**config.mk**
```make
export PLATFORM = sky130hd
export DESIGN_NAME = mask_centroid
export DESIGN_NICKNAME = d
export VERILOG_FILES = /design/src/rtl/video_pkg.sv /design/src/rtl/seq_divider.sv /design/src/rtl/mask_centroid.sv
export SDC_FILE = /design/constraint.sdc
export NUM_CORES = 1
export LEC_CHECK = 0
export CORE_MARGIN = 3
export CORE_UTILIZATION = 50
export CTS_CLUSTER_SIZE = 25
export DETAILED_ROUTE_END_ITERATION = 10
export MAX_ROUTING_LAYER = met4
export PLACE_DENSITY = 0.74
export SETUP_SLACK_MARGIN = 0.15
export SLEW_MARGIN = 20
export SYNTH_ARGS = -nofsm -noshare
export SYNTH_HDL_FRONTEND = slang
export SYNTH_SLANG_ARGS = --single-unit
```
**constraint.sdc**
```tcl
create_clock -name clk_in -period 6 [get_ports clk_in]
set_input_delay 1.2 -clock clk_in [delete_from_list [all_inputs] [get_ports clk_in]]
set_output_delay 1.2 -clock clk_in [all_outputs]
set_load 0.05 [all_outputs]
```
**src/rtl/video_pkg.sv**
```systemverilog
// Shared video timing constants, coordinate types and the centroid FSM encoding.
// Sum and count widths are sized so a full 1280x720 mask cannot overflow.
package video_pkg;

    localparam int H_ACTIVE = 1280;
    localparam int V_ACTIVE = 720;
    localparam int XW       = 11;
    localparam int YW       = 10;
    localparam int CW       = 21;
    localparam int SW       = 32;

    typedef logic [XW-1:0] hcount_t;
    typedef logic [YW-1:0] vcount_t;

    typedef enum logic [1:0] {
        IDLE   = 2'd0,
        DIVIDE = 2'd1,
        DONE   = 2'd2
    } centroid_state_t;

endpackage

```
**src/rtl/seq_divider.sv**
```systemverilog
// Radix-2 restoring unsigned divider: one quotient bit per cycle, WIDTH iterations.
// The first iteration runs in the start cycle, so done_out pulses WIDTH cycles after start_in.
module seq_divider #(
    parameter int WIDTH = 32
) (
    input  logic             clk_in,
    input  logic             rst_in,
    input  logic             start_in,
    input  logic [WIDTH-1:0] dividend_in,
    input  logic [WIDTH-1:0] divisor_in,
    output logic [WIDTH-1:0] quotient_out,
    output logic             busy_out,
    output logic             done_out
);

    localparam int CNTW = $clog2(WIDTH);

    logic [WIDTH-1:0] r_rem;
    logic [WIDTH-1:0] r_quo;
    logic [WIDTH-1:0] r_div;
    logic [CNTW-1:0]  r_cnt;
    logic             r_busy;
    logic             r_done;

    logic [WIDTH-1:0] w_src_rem;
    logic [WIDTH-1:0] w_src_quo;
    logic [WIDTH-1:0] w_src_div;
    logic [WIDTH:0]   w_shifted;
    logic [WIDTH:0]   w_trial;
    logic [WIDTH-1:0] w_rem_next;
    logic [WIDTH-1:0] w_quo_next;

    // The dividend shifts out of r_quo from the top while quotient bits enter at the bottom.
    always_comb begin
        w_src_rem = start_in ? '0 : r_rem;
        w_src_quo = start_in ? dividend_in : r_quo;
        w_src_div = start_in ? divisor_in : r_div;
        w_shifted = {w_src_rem, w_src_quo[WIDTH-1]};
        w_trial   = w_shifted - {1'b0, w_src_div};
        if (w_trial[WIDTH]) begin
            w_rem_next = w_shifted[WIDTH-1:0];
            w_quo_next = {w_src_quo[WIDTH-2:0], 1'b0};
        end else begin
            w_rem_next = w_trial[WIDTH-1:0];
            w_quo_next = {w_src_quo[WIDTH-2:0], 1'b1};
        end
    end

    always_ff @(posedge clk_in) begin
        if (rst_in) begin
            r_rem  <= '0;
            r_quo  <= '0;
            r_div  <= '0;
            r_cnt  <= '0;
            r_busy <= 1'b0;
            r_done <= 1'b0;
        end else begin
            r_done <= 1'b0;
            if (start_in) begin
                r_rem  <= w_rem_next;
                r_quo  <= w_quo_next;
                r_div  <= divisor_in;
                r_cnt  <= CNTW'(WIDTH - 1);
                r_busy <= 1'b1;
            end else if (r_busy) begin
                r_rem <= w_rem_next;
                r_quo <= w_quo_next;
                r_cnt <= r_cnt - CNTW'(1);
                if (r_cnt == CNTW'(1)) begin
                    r_busy <= 1'b0;
                    r_done <= 1'b1;
                end
            end
        end
    end

    assign quotient_out = r_quo;
    assign busy_out     = r_busy;
    assign done_out     = r_done;

endmodule

```
**src/rtl/mask_centroid.sv**
```systemverilog
// Per-frame centroid of the 1-bit threshold mask: accumulates x/y sums and a pixel count over
// active video, snapshots them on frame_done_in and divides with two sequential dividers.
module mask_centroid
    import video_pkg::*;
(
    input  logic            clk_in,
    input  logic            rst_in,
    input  logic [XW-1:0]   x_in,
    input  logic [YW-1:0]   y_in,
    input  logic            valid_in,
    input  logic            mask_in,
    input  logic            frame_done_in,
    output logic [XW-1:0]   x_out,
    output logic [YW-1:0]   y_out,
    output logic            found_out,
    output logic            valid_out,
    output logic            busy_out,
    output logic            overrun_out,
    output centroid_state_t state_out
);

    logic [SW-1:0]   r_sum_x;
    logic [SW-1:0]   r_sum_y;
    logic [CW-1:0]   r_count;
    logic [SW-1:0]   r_snap_x;
    logic [SW-1:0]   r_snap_y;
    logic [CW-1:0]   r_snap_count;
    logic            r_pend;
    centroid_state_t r_state;
    logic [XW-1:0]   r_x_out;
    logic [YW-1:0]   r_y_out;
    logic            r_found;
    logic            r_valid;
    logic            r_overrun;

    logic            w_pix;
    logic [SW-1:0]   w_close_x;
    logic [SW-1:0]   w_close_y;
    logic [CW-1:0]   w_close_count;
    logic            w_accept;
    centroid_state_t w_state_next;
    logic            w_start;
    logic            w_load;
    logic            w_empty;
    logic [SW-1:0]   w_quo_x;
    logic [SW-1:0]   w_quo_y;
    logic            w_done_x;
    logic            w_done_y;
    logic            w_busy_x;
    logic            w_busy_y;
    logic            w_unused_div;

    // Closing values include the pixel presented alongside frame_done_in.
    assign w_pix         = valid_in && mask_in;
    assign w_close_x     = r_sum_x + (w_pix ? {{(SW-XW){1'b0}}, x_in} : '0);
    assign w_close_y     = r_sum_y + (w_pix ? {{(SW-YW){1'b0}}, y_in} : '0);
    assign w_close_count = r_count + (w_pix ? CW'(1) : '0);
    assign w_accept      = frame_done_in && (r_state == IDLE) && !r_pend;

    always_ff @(posedge clk_in) begin
        if (rst_in) begin
            r_sum_x <= '0;
            r_sum_y <= '0;
            r_count <= '0;
        end else if (frame_done_in) begin
            r_sum_x <= '0;
            r_sum_y <= '0;
            r_count <= '0;
        end else begin
            r_sum_x <= w_close_x;
            r_sum_y <= w_close_y;
            r_count <= w_close_count;
        end
    end

    // A frame end arriving while a result is still pending or in flight is dropped and flagged.
    always_ff @(posedge clk_in) begin
        if (rst_in) begin
            r_snap_x     <= '0;
            r_snap_y     <= '0;
            r_snap_count <= '0;
            r_pend       <= 1'b0;
            r_overrun    <= 1'b0;
        end else begin
            r_pend <= w_accept;
            if (w_accept) begin
                r_snap_x     <= w_close_x;
                r_snap_y     <= w_close_y;
                r_snap_count <= w_close_count;
            end
            if (frame_done_in && !w_accept) begin
                r_overrun <= 1'b1;
            end
        end
    end

    // Divider handshake: start_in is a one-cycle request accepted unconditionally;
    // done_out is a one-cycle pulse with quotient_out valid in that same cycle.
    seq_divider #(.WIDTH(SW)) u_div_x (
        .clk_in       (clk_in),
        .rst_in       (rst_in),
        .start_in     (w_start),
        .dividend_in  (r_snap_x),
        .divisor_in   ({{(SW-CW){1'b0}}, r_snap_count}),
        .quotient_out (w_quo_x),
        .busy_out     (w_busy_x),
        .done_out     (w_done_x)
    );

    seq_divider #(.WIDTH(SW)) u_div_y (
        .clk_in       (clk_in),
        .rst_in       (rst_in),
        .start_in     (w_start),
        .dividend_in  (r_snap_y),
        .divisor_in   ({{(SW-CW){1'b0}}, r_snap_count}),
        .quotient_out (w_quo_y),
        .busy_out     (w_busy_y),
        .done_out     (w_done_y)
    );

    assign w_unused_div = ^{w_quo_x[SW-1:XW], w_quo_y[SW-1:YW], w_busy_x, w_busy_y};

    always_ff @(posedge clk_in) begin
        if (rst_in) begin
            r_state <= IDLE;
        end else begin
            r_state <= w_state_next;
        end
    end

    always_comb begin
        w_state_next = r_state;
        w_start      = 1'b0;
        w_load       = 1'b0;
        w_empty      = 1'b0;
        case (r_state)
            IDLE: begin
                if (r_pend) begin
                    if (r_snap_count != '0) begin
                        w_state_next = DIVIDE;
                        w_start      = 1'b1;
                    end else begin
                        w_state_next = DONE;
                        w_empty      = 1'b1;
                    end
                end
            end
            DIVIDE: begin
                if (w_done_x && w_done_y) begin
                    w_state_next = DONE;
                    w_load       = 1'b1;
                end
            end
            DONE:    w_state_next = IDLE;
            default: w_state_next = IDLE;
        endcase
    end

    // Coordinates hold across empty frames; only found_out reports the absence of mask pixels.
    always_ff @(posedge clk_in) begin
        if (rst_in) begin
            r_x_out <= '0;
            r_y_out <= '0;
            r_found <= 1'b0;
            r_valid <= 1'b0;
        end else begin
            r_valid <= (w_state_next == DONE);
            if (w_load) begin
                r_x_out <= w_quo_x[XW-1:0];
                r_y_out <= w_quo_y[YW-1:0];
                r_found <= 1'b1;
            end else if (w_empty) begin
                r_found <= 1'b0;
            end
        end
    end

    assign x_out       = r_x_out;
    assign y_out       = r_y_out;
    assign found_out   = r_found;
    assign valid_out   = r_valid;
    assign busy_out    = (r_state == DIVIDE);
    assign overrun_out = r_overrun;
    assign state_out   = r_state;

endmodule

```
======== Yosys cells after proc, flatten, opt, wreduce, memory -nomap -nowiden ========
Cells that the tools add are included.
storage, ports and cells
  logic and storage cells ................. 100
  bits in registers ....................... 403
  bits of input ports ..................... 26
  output and inout bits ................... 27
operators by class
  reductions and logical operators ........ 15
  mux-type cells .......................... 47
  eq/ne operators ......................... 4
  bitwise logic cells ..................... 2
  add/subtract/negate cells ............... 7
operators with widths
  operator             count
  $mux 32              16
  $sub 33x32->33       2
  $add 32x10->32       1
  $add 32x11->32       1
  $add 21x1->21        1
  $mux 1               21
  $reduce_bool 21->1   1
  $mux 5               4
  $mux 11              1
  $eq 5x1->1 const B   2
  $mux 10              1
  $sub 5x1->5 const B  2
  $mux 2               3
  $reduce_bool 2->1    3
  $reduce_or 3->1      2
  $logic_and 1x1->1    5
  $pmux 2 s2           1
  $eq 2x1->1 const B   1
  $eq 2x2->1 const B   1
  $logic_not 1->1      2
  $logic_not 2->1      1
  $not 1->1            2
  $reduce_or 2->1      1

======== Longest topological paths before layout ========
Gate-level depths: netlist of run 1.
  depth after elaboration ................. 9
  depth in mapped cells ................... 23
  gate-level depth less buffers ........... 17

======== By module ========
A second synthesis of run 1 with hierarchy kept.
second synthesis, totals
  cells, all modules ...................... 2540
  area, all modules ....................... 21344.2 um^2
modules (own cells, without submodules)
  module                 times used  area each (um^2)  seq. area each (um^2)  cells each
  mask_centroid          1           8475.6            3943.8                 962
  seq_divider (u_div_x)  1           6462.4            2062.0                 810
  seq_divider (u_div_y)  1           6406.1            2062.0                 768

======== Worst setup path after synthesis of run 1 ========
OpenSTA, ideal clock, no wires.
  kind .................................... register to register
  start point ............................. reg r_snap_count[20]
  end point ............................... reg u_div_x.r_rem[25]
  arrival time ............................ 5.007 ns
  period minus slack after synthesis ...... 5.066 ns
  required time ........................... 5.941 ns
  library setup time ...................... 0.059 ns
  cell stages (with the launch flop) ...... 23
  path slack .............................. 0.934 ns
  cell sequence ........................... dfxtp_1 > nor4_4 > nand4_2 > o21ai_4 > clkbuf_1 > clkbuf_1 > clkbuf_1 > clkbuf_1 > buf_1 > nand2_1 > ha_1 > clkbuf_1 > a21o_1 > a21o_1 > a21oi_1 > o21ai_0 > or3_1 > o311ai_4 > or2_1 > buf_4 > nand2_1 > a2111oi_2 > a31o_1
on the way
  cells in the longest elaborated chain, start to end .. 9
  elaborated cells between the ends (all ways) .. 12
  classes of those cells .................. 1 x add/sub; 9 x mux; 2 x reduce/logical
RTL lines
  item                               RTL line              text
  start, declared                    mask_centroid.sv:27   logic [CW-1:0] r_snap_count;
  start signal, assigned             mask_centroid.sv:89   r_snap_count <= w_close_count;
  $reduce_bool 21->1                 mask_centroid.sv:139  if (r_snap_count != '0) begin
  $mux 1                             mask_centroid.sv:139
  $mux 1                             mask_centroid.sv:138  if (r_pend) begin
  $mux 1                             mask_centroid.sv:136  case (r_state)
  $mux 32, on equally long branches  n/a
  $sub 33x32->33                     seq_divider.sv:39     w_trial = w_shifted - {1'b0, w_src_div};
  $mux 32                            seq_divider.sv:40     if (w_trial[WIDTH]) begin
  $mux 32                            seq_divider.sv:65     end else if (r_busy) begin
  $mux 32                            seq_divider.sv:59     if (start_in) begin
  end signal, assigned               seq_divider.sv:60     r_rem <= w_rem_next;
  end signal, assigned               seq_divider.sv:66     r_rem <= w_rem_next;
  end, declared                      seq_divider.sv:18     logic [WIDTH-1:0] r_rem;
Parallel ways exist; a longest one is shown, timed or not. The select of a mux whose other input is x is not followed.
A chain may end at the register's enable or synchronous reset.

======== Final worst setup path of run 1 ========
  start point ............................. reg r_snap_count[17]
  end point ............................... reg u_div_y.r_rem[7]
on the way
  cells in the longest elaborated chain, start to end .. 9
  elaborated cells between the ends (all ways) .. 12
  classes of those cells .................. 1 x add/sub; 9 x mux; 2 x reduce/logical
RTL lines
  item                               RTL line
  $reduce_bool 21->1                 mask_centroid.sv:139
  $mux 1                             mask_centroid.sv:139
  $mux 1                             mask_centroid.sv:138
  $mux 1                             mask_centroid.sv:136
  $mux 32, on equally long branches  n/a
  $sub 33x32->33                     seq_divider.sv:39
  $mux 32                            seq_divider.sv:40
  $mux 32                            seq_divider.sv:65
  $mux 32                            seq_divider.sv:59
  end signal, assigned               seq_divider.sv:60
  end signal, assigned               seq_divider.sv:66
  end, declared                      seq_divider.sv:18
Parallel ways exist; a longest one is shown, timed or not. The select of a mux whose other input is x is not followed.

==> flow_metrics.env, run 1 <==
export IMPL_register_area_um2=8070
export IMPL_total_power_mw=10.59
export IMPL_worstPathCellList="nor3_1 -> and4_1 -> a21oi_2 -> buf_4 -> mux2i_1 -> ha_1 -> fa_1 -> inv_1 -> a21oi_1 -> maj3_1 -> a2111oi_4 -> nor2_1 -> o211ai_2 -> and2_1 -> nor2_1 -> a211o_1 -> a21oi_1"
export IMPL_postCtsSetupBuffers=0
export IMPL_status="complete, no violations"
export IMPL_hold_viol=0
export IMPL_num_io_pins=53
export IMPL_slew_headroom_pct=28.20
export IMPL_htree_levels=2
export IMPL_postSynth_asyncResetShare_pct=0
export IMPL_grt_max_degree=138
export IMPL_drtIter0Drc=982
export IMPL_report_final_setup_viol=0
export IMPL_firstDrtPassIters=5
export IMPL_hp_start="u_div_y.r_rem[9]"
export IMPL_grt_pass1_wl_mm=82.33
export IMPL_synth_area_leaders="dfxtp_1, nor2_1, mux2i_1, ha_1, a21oi_1"
export IMPL_p_leak_nw=9.323
export IMPL_wl_per_cell_um=16.62
export IMPL_synth_edff_count=0
export IMPL_wl_mm=49.35
export IMPL_slowest_stage="and2_1"
export IMPL_num_fill_cells=3599
export IMPL_required_ns=6.50
export IMPL_crit_arrival_ns=5.82
export IMPL_ys_ff_latch=403
export IMPL_area_growth_pct=11.18
export IMPL_vias=17220
export IMPL_coreArea_um2=40190
export IMPL_finalNetCount=2531
export IMPL_cts_tree="built"
export IMPL_path_max_fanout=25
export IMPL_ys_warn_count=0
export IMPL_postRouteAntennaNets=0
export IMPL_cts_made_buffers=43
export IMPL_drc_errors=0
export IMPL_min_period_ns=5.319
export IMPL_grt_pass1_vias=16720
export IMPL_dieHeight_um=208.8
export IMPL_antenna_found_initial=0
export IMPL_worstMarginPinSlew_ns=1.074
export IMPL_die_area_um2=43580
export IMPL_ys_seq_area_share_pct=39.25
export IMPL_peakVddDrop_uv=510.0
export IMPL_worstSetupPathType="flop to flop"
export IMPL_synth_top_area_share_pct=39.25
export IMPL_die_w_um=208.8
export IMPL_rows=73
export IMPL_synth_most_common_cell="dfxtp_1"
export IMPL_clkTransAtPathRegs_ns=0.06
export IMPL_place_congestion=0.9370
export IMPL_dp_final_hpwl_mm=33.19
export IMPL_synth_ff_type="dfxtp_1"
export IMPL_synthesis_area_um2=20560
export IMPL_min_to="u_div_y.r_rem[9]"
export IMPL_reg2reg_depth=17
export IMPL_cts_hold_buffers_added=0
export IMPL_multiInputGateArea_um2=11690
export IMPL_powerDensity_nw_per_um2=463.5
export IMPL_cp_end_kind="flop"
export IMPL_grt_usage_pct=22.75
export IMPL_cap_violations=0
export IMPL_pre_cts_slack_ns=0.5455
export IMPL_clk_latency_ns=0.59
export IMPL_syn_inst=2444
export IMPL_hp_class="flop to flop"
export IMPL_synthTopCellsByCount="dfxtp_1, nor2_1, nand2_1"
export IMPL_drive_above_1_share_pct=5.565
export IMPL_setup_slack_ns=0.6808
export IMPL_fin_crit_sh_pct=88.65
export IMPL_slowest_delay_ns=0.74
export IMPL_cts_sinks=403
export IMPL_syn_avg_cell_area_um2=8.411
export IMPL_root_buffer="clkbuf_16"
export IMPL_fmax_mhz=188.0
export IMPL_synth_distinct_cells=83
export IMPL_vias_per_cell=5.799
export IMPL_overflow=0
export IMPL_rsz0062_at_grt="false"
export IMPL_maxSlewViolCount=0
export IMPL_reg2reg_slack_ns=0.68
export IMPL_fin_skew_ns=0.03168
export IMPL_clockBufferDepth=3
export IMPL_r2r_end="u_div_y.r_rem[7]"
export IMPL_portBuffers=52
export IMPL_finalSetupTns_ns=0
export IMPL_r2r_start="r_snap_count[17]"
export IMPL_hold_path_depth=2
export IMPL_synth_top_cell_by_area="dfxtp_1"
export IMPL_num_antenna_cells=0
export IMPL_crit_path_start_kind="flop"
export IMPL_cts_resized_gates=0
export IMPL_syn_nets=2563
export IMPL_floorplan_initialDensity_pct=51.15
[cells by family (layout without fill, tap and decap cells)]
family | count (synthesis) | after routing | share of synthesized area [%]
AND/OR/NAND/NOR | 879 | 879 | 20.01
flip-flops | 403 | 403 | 39.25
adder cells (fa/ha/maj) | 96 | 96 | 5.953
multiplexers | 116 | 116 | 5.655
XOR/XNOR | 139 | 139 | 5.922
AO/OA/AOI/OAI | 602 | 602 | 19.30
buffers and inverters | 209 | 209 | 3.920
[critical path, delay by kind of cell (launching register included)]
kind / cells / cell delay (ns)
compound gates: 6 / 1.33
buf+inv: 2 / 0.37
simple gates: 5 / 1.94
mux: 1 / 0.18
flops: 1 / 0.34
fa+ha+maj: 3 / 1.07
[per-layer routing]
layer	wire (um)	vias to the layer above	part of all wire, %	track usage (%)
met3	2037	105	4.1	2.927
met1	23400	8229	47	30.29
li1	-	8549	-	-
met2	22570	333	46	35.85
met5	0	-	0	-
met4	1350	0	2.7	7.991
[stage by stage]
step | hold WS (ns) | util [%] | cells | instance area (um^2)
6_report | 0.4532 | 56.87 | 2969 | 22850
4_1_cts | 0.4489 | 56.87 | 2969 | 22850
2_1_floorplan | 0.4273 | - | 2444 | 20560
5_1_grt | 0.4731 | 56.87 | 2969 | 22850
3_3_place_gp | 0.4362 | 53.25 | 2892 | 21400
3_5_place_dp | 0.4406 | 53.25 | 2892 | 21400
[registers in the layout (all words and copies together) (netlist names), 32 cells and up]
| signal | cells |
|---|---|
| r_snap_x | 32 |
| u_div_y.r_rem | 32 |
| u_div_y.r_div | 32 |
| u_div_y.quotient_out | 32 |
| u_div_x.quotient_out | 32 |
| r_snap_y | 32 |
| r_sum_y | 32 |
| u_div_x.r_div | 32 |
| u_div_x.r_rem | 32 |
| r_sum_x | 32 |
[power breakdown]
group / switching, mW / internal (mW) / leakage, nW
Combinational: 2.84 / 1.92 / 5.32
Sequential: 0.172 / 2.92 / 3.28
Clock: 1.12 / 1.62 / 0.720
[worst max path at each step]
stage,slack (ns),end,startpoint,cells past startpoint
5_1_grt,0.47,u_div_x.r_rem[7],r_snap_count[17],18
4_1_cts,0.81,u_div_y.r_rem[7],r_snap_count[17],17
6_report,0.68,u_div_y.r_rem[7],r_snap_count[17],17
2_1_floorplan,0.93,u_div_x.r_rem[25],r_snap_count[20],22
3_3_place_gp,0.82,r_snap_x[20],valid_in,15
3_5_place_dp,0.55,r_snap_x[14],valid_in,15
[area by class of cell]
| type | instances | share of cell area, % |
|---|---|---|
| Clock buffer | 60 | 5.382 |
| Clock inverter | 17 | 0.9854 |
| Inverter | 52 | 0.8540 |
| Multi-Input combinational cell | 1832 | 51.16 |
| Sequential cell | 403 | 35.31 |
| Tap cell | 525 | 2.874 |
| Timing Repair Buffer | 80 | 3.433 |
[cells in the final DEF (no fill, tap or decap), types with 10 or more instances in the layout]
cell type          n
dfxtp_1          401
nor2_1           328
nand2_1          212
a21oi_1          189
a211oi_1         116
mux2i_1          115
o21ai_0           96
ha_1              89
and2_1            84
and3_1            79
xnor2_1           73
xor2_1            66
nand3_1           52
inv_1             51
clkdlybuf4s50_1   51
a21o_1            44
clkbuf_16         43
nor3_1            42
buf_4             24
nor2b_1           21
a31oi_1           21
a21boi_0          16
o211ai_1          14
nand4_1           13
o21bai_1          13
a221oi_1          10
clkbuf_8          10
(Power assumes the default switching activity.)
==> run 2: changes to the inputs <==
Settings changed: CAP_MARGIN from default to 20, SLEW_MARGIN 20 to default.
==> run 2 against run 1 <==
Critical path depth rose by 1. Final cell count is essentially flat. Total power about the same. Non-clock buffer count is 1 higher. Worst setup slack better by 0.040 ns. Register-to-register slack better by 0.04 ns. Fmax increased by 0.76%. Global-route usage stayed put. Sequential share of layout area about the same. Combinational power is essentially flat.
==> flow_metrics.env, run 2 (synthesis results as in run 1) <==
export IMPL_clkTransAtPathRegs_ns=0.06
export IMPL_grt_max_degree=138
export IMPL_min_period_ns=5.279
export IMPL_firstDrtPassIters=5
export IMPL_postRouteAntennaNets=0
export IMPL_finalSetupTns_ns=0
export IMPL_postCtsSetupBuffers=0
export IMPL_grt_busiest_layer="met2"
export IMPL_slew_headroom_pct=31.05
export IMPL_worstSetupEndpoint="u_div_x.r_rem[7]"
export IMPL_cts_resized_gates=0
export IMPL_p_leak_nw=9.329
export IMPL_num_antenna_cells=0
export IMPL_wl_mm=49.30
export IMPL_hold_viol=0
export IMPL_place_congestion=0.9370
export IMPL_overflow=0
export IMPL_report_final_setup_viol=0
export IMPL_dp_final_hpwl_mm=33.19
export IMPL_status="complete, no violations"
export IMPL_r2r_start="r_snap_count[17]"
export IMPL_finalNetCount=2532
export IMPL_r2r_end="u_div_x.r_rem[7]"
export IMPL_grt_usage_pct=22.75
export IMPL_drive_above_1_share_pct=5.603
export IMPL_cts_made_buffers=43
export IMPL_required_ns=6.43
export IMPL_coreArea_um2=40190
export IMPL_post_place_cells=2892
export IMPL_drtIter0Drc=978
export IMPL_total_power_mw=10.60
export IMPL_htree_levels=2
export IMPL_grt_pass1_vias=16720
export IMPL_peakVddDrop_uv=505.6
export IMPL_crit_path_start_kind="flop"
export IMPL_grt_pass1_wl_mm=82.33
export IMPL_reg2reg_slack_ns=0.72
export IMPL_cts_tree="built"
export IMPL_fin_crit_sh_pct=87.99
export IMPL_wl_per_cell_um=16.60
export IMPL_use_met1_pct=30.29
export IMPL_die_w_um=208.8
export IMPL_portBuffers=52
export IMPL_stdcell_count=2970
export IMPL_slowest_delay_ns=0.55
export IMPL_use_met3_pct=2.927
export IMPL_worstSetupPathType="flop to flop"
export IMPL_final_common_cell="dfxtp_1"
export IMPL_worstMarginPinSlew_ns=1.034
export IMPL_dieHeight_um=208.8
export IMPL_vias_per_cell=5.799
export IMPL_slowest_stage="nor3_1"
export IMPL_clk_latency_ns=0.59
export IMPL_die_area_um2=43580
export IMPL_fmax_mhz=189.4
export IMPL_powerDensity_nw_per_um2=463.5
export IMPL_worstPathCellList="nor3_1 -> and4_1 -> a21oi_2 -> nand2_1 -> a21boi_0 -> inv_1 -> fa_1 -> nor2b_1 -> nor2_1 -> maj3_1 -> a211oi_2 -> o311a_4 -> o311ai_4 -> nor2_4 -> buf_4 -> o21ai_0 -> a22oi_1 -> a211oi_1"
export IMPL_num_fill_cells=3597
export IMPL_cts_sinks=403
export IMPL_root_buffer="clkbuf_16"
export IMPL_fin_skew_ns=0.02798
export IMPL_num_io_pins=53
export IMPL_rows=73
export IMPL_vias=17220
export IMPL_antenna_found_initial=0
export IMPL_area_growth_pct=11.24
export IMPL_crit_start="r_snap_count[17]"
export IMPL_crit_arrival_ns=5.71
export IMPL_floorplan_initialDensity_pct=51.15
export IMPL_path_max_fanout=17
export IMPL_cts_hold_buffers_added=0
export IMPL_rsz0062_at_grt="false"
export IMPL_cap_violations=0
export IMPL_clockBufferDepth=3
export IMPL_grt_util_met2_pct=35.85
export IMPL_final_cell_mix="dfxtp_1, nor2_1, nand2_1"
export IMPL_hp_class="flop to flop"
export IMPL_cp_end_kind="flop"
export IMPL_reg2reg_depth=18
export IMPL_drc_errors=0
export IMPL_maxSlewViolCount=0
[run 2: power breakdown]
part	internal, mW	switching (mW)	leakage [nW]
Clock	1.62	1.12	0.720
Sequential	2.92	0.173	3.28
Combinational	1.92	2.84	5.33
Total	6.46	4.14	9.33
[run 2: how the worst min path moves through the flow]
stage                           startpoint                to  slack [ns]  cells after the start
final                     u_div_y.r_rem[9]  u_div_y.r_rem[9]        0.45                      2
after global routing      u_div_y.r_rem[9]  u_div_y.r_rem[9]        0.47                      2
after CTS                 u_div_y.r_rem[9]  u_div_y.r_rem[9]        0.45                      2
after detailed placement  u_div_y.r_rem[9]  u_div_y.r_rem[9]        0.44                      2
after global placement    u_div_y.r_rem[9]  u_div_y.r_rem[9]        0.44                      2
after floorplan           u_div_y.r_rem[9]  u_div_y.r_rem[9]        0.43                      2
[run 2: layout make-up]
type / count / area [um^2] / area share, %
multi-input cells: 1832 / 11690 / 51.14
flip-flops and latches: 403 / 8070 / 35.29
clock buffers: 60 / 1230 / 5.379
repair buffers: 81 / 795.8 / 3.480
well taps: 525 / 656.9 / 2.873
clock inverters: 17 / 225.2 / 0.9850
inverters: 52 / 195.2 / 0.8536
[run 2: worst max-delay path, delay by kind of cell (launching register included)]
family / cells / cell delay (ns)
fa+ha+maj: 2 / 0.88
buf+inv: 2 / 0.46
flops: 1 / 0.34
simple gates: 6 / 1.59
compound gates: 8 / 1.83
[run 2: routing by layer]
metal / share of wire [%] / vias to the layer above
li1: - / 8552
met1: 47 / 8214
met2: 46 / 351
met3: 4.4 / 106
met4: 2.8 / 0
met5: 0 / -
[run 2: per-stage QoR]
| step | setup slack (ns) | utilization [%] | hold slack [ns] | area, um^2 |
|---|---|---|---|---|
| global route | 0.4671 | 56.90 | 0.4731 | 22870 |
| floorplan | 0.9343 | - | 0.4273 | 20560 |
| finish | 0.7207 | 56.90 | 0.4533 | 22870 |
| CTS | 0.8088 | 56.87 | 0.4489 | 22850 |
| detailed placement | 0.5455 | 53.25 | 0.4406 | 21400 |
| global placement | 0.8153 | 53.25 | 0.4362 | 21400 |
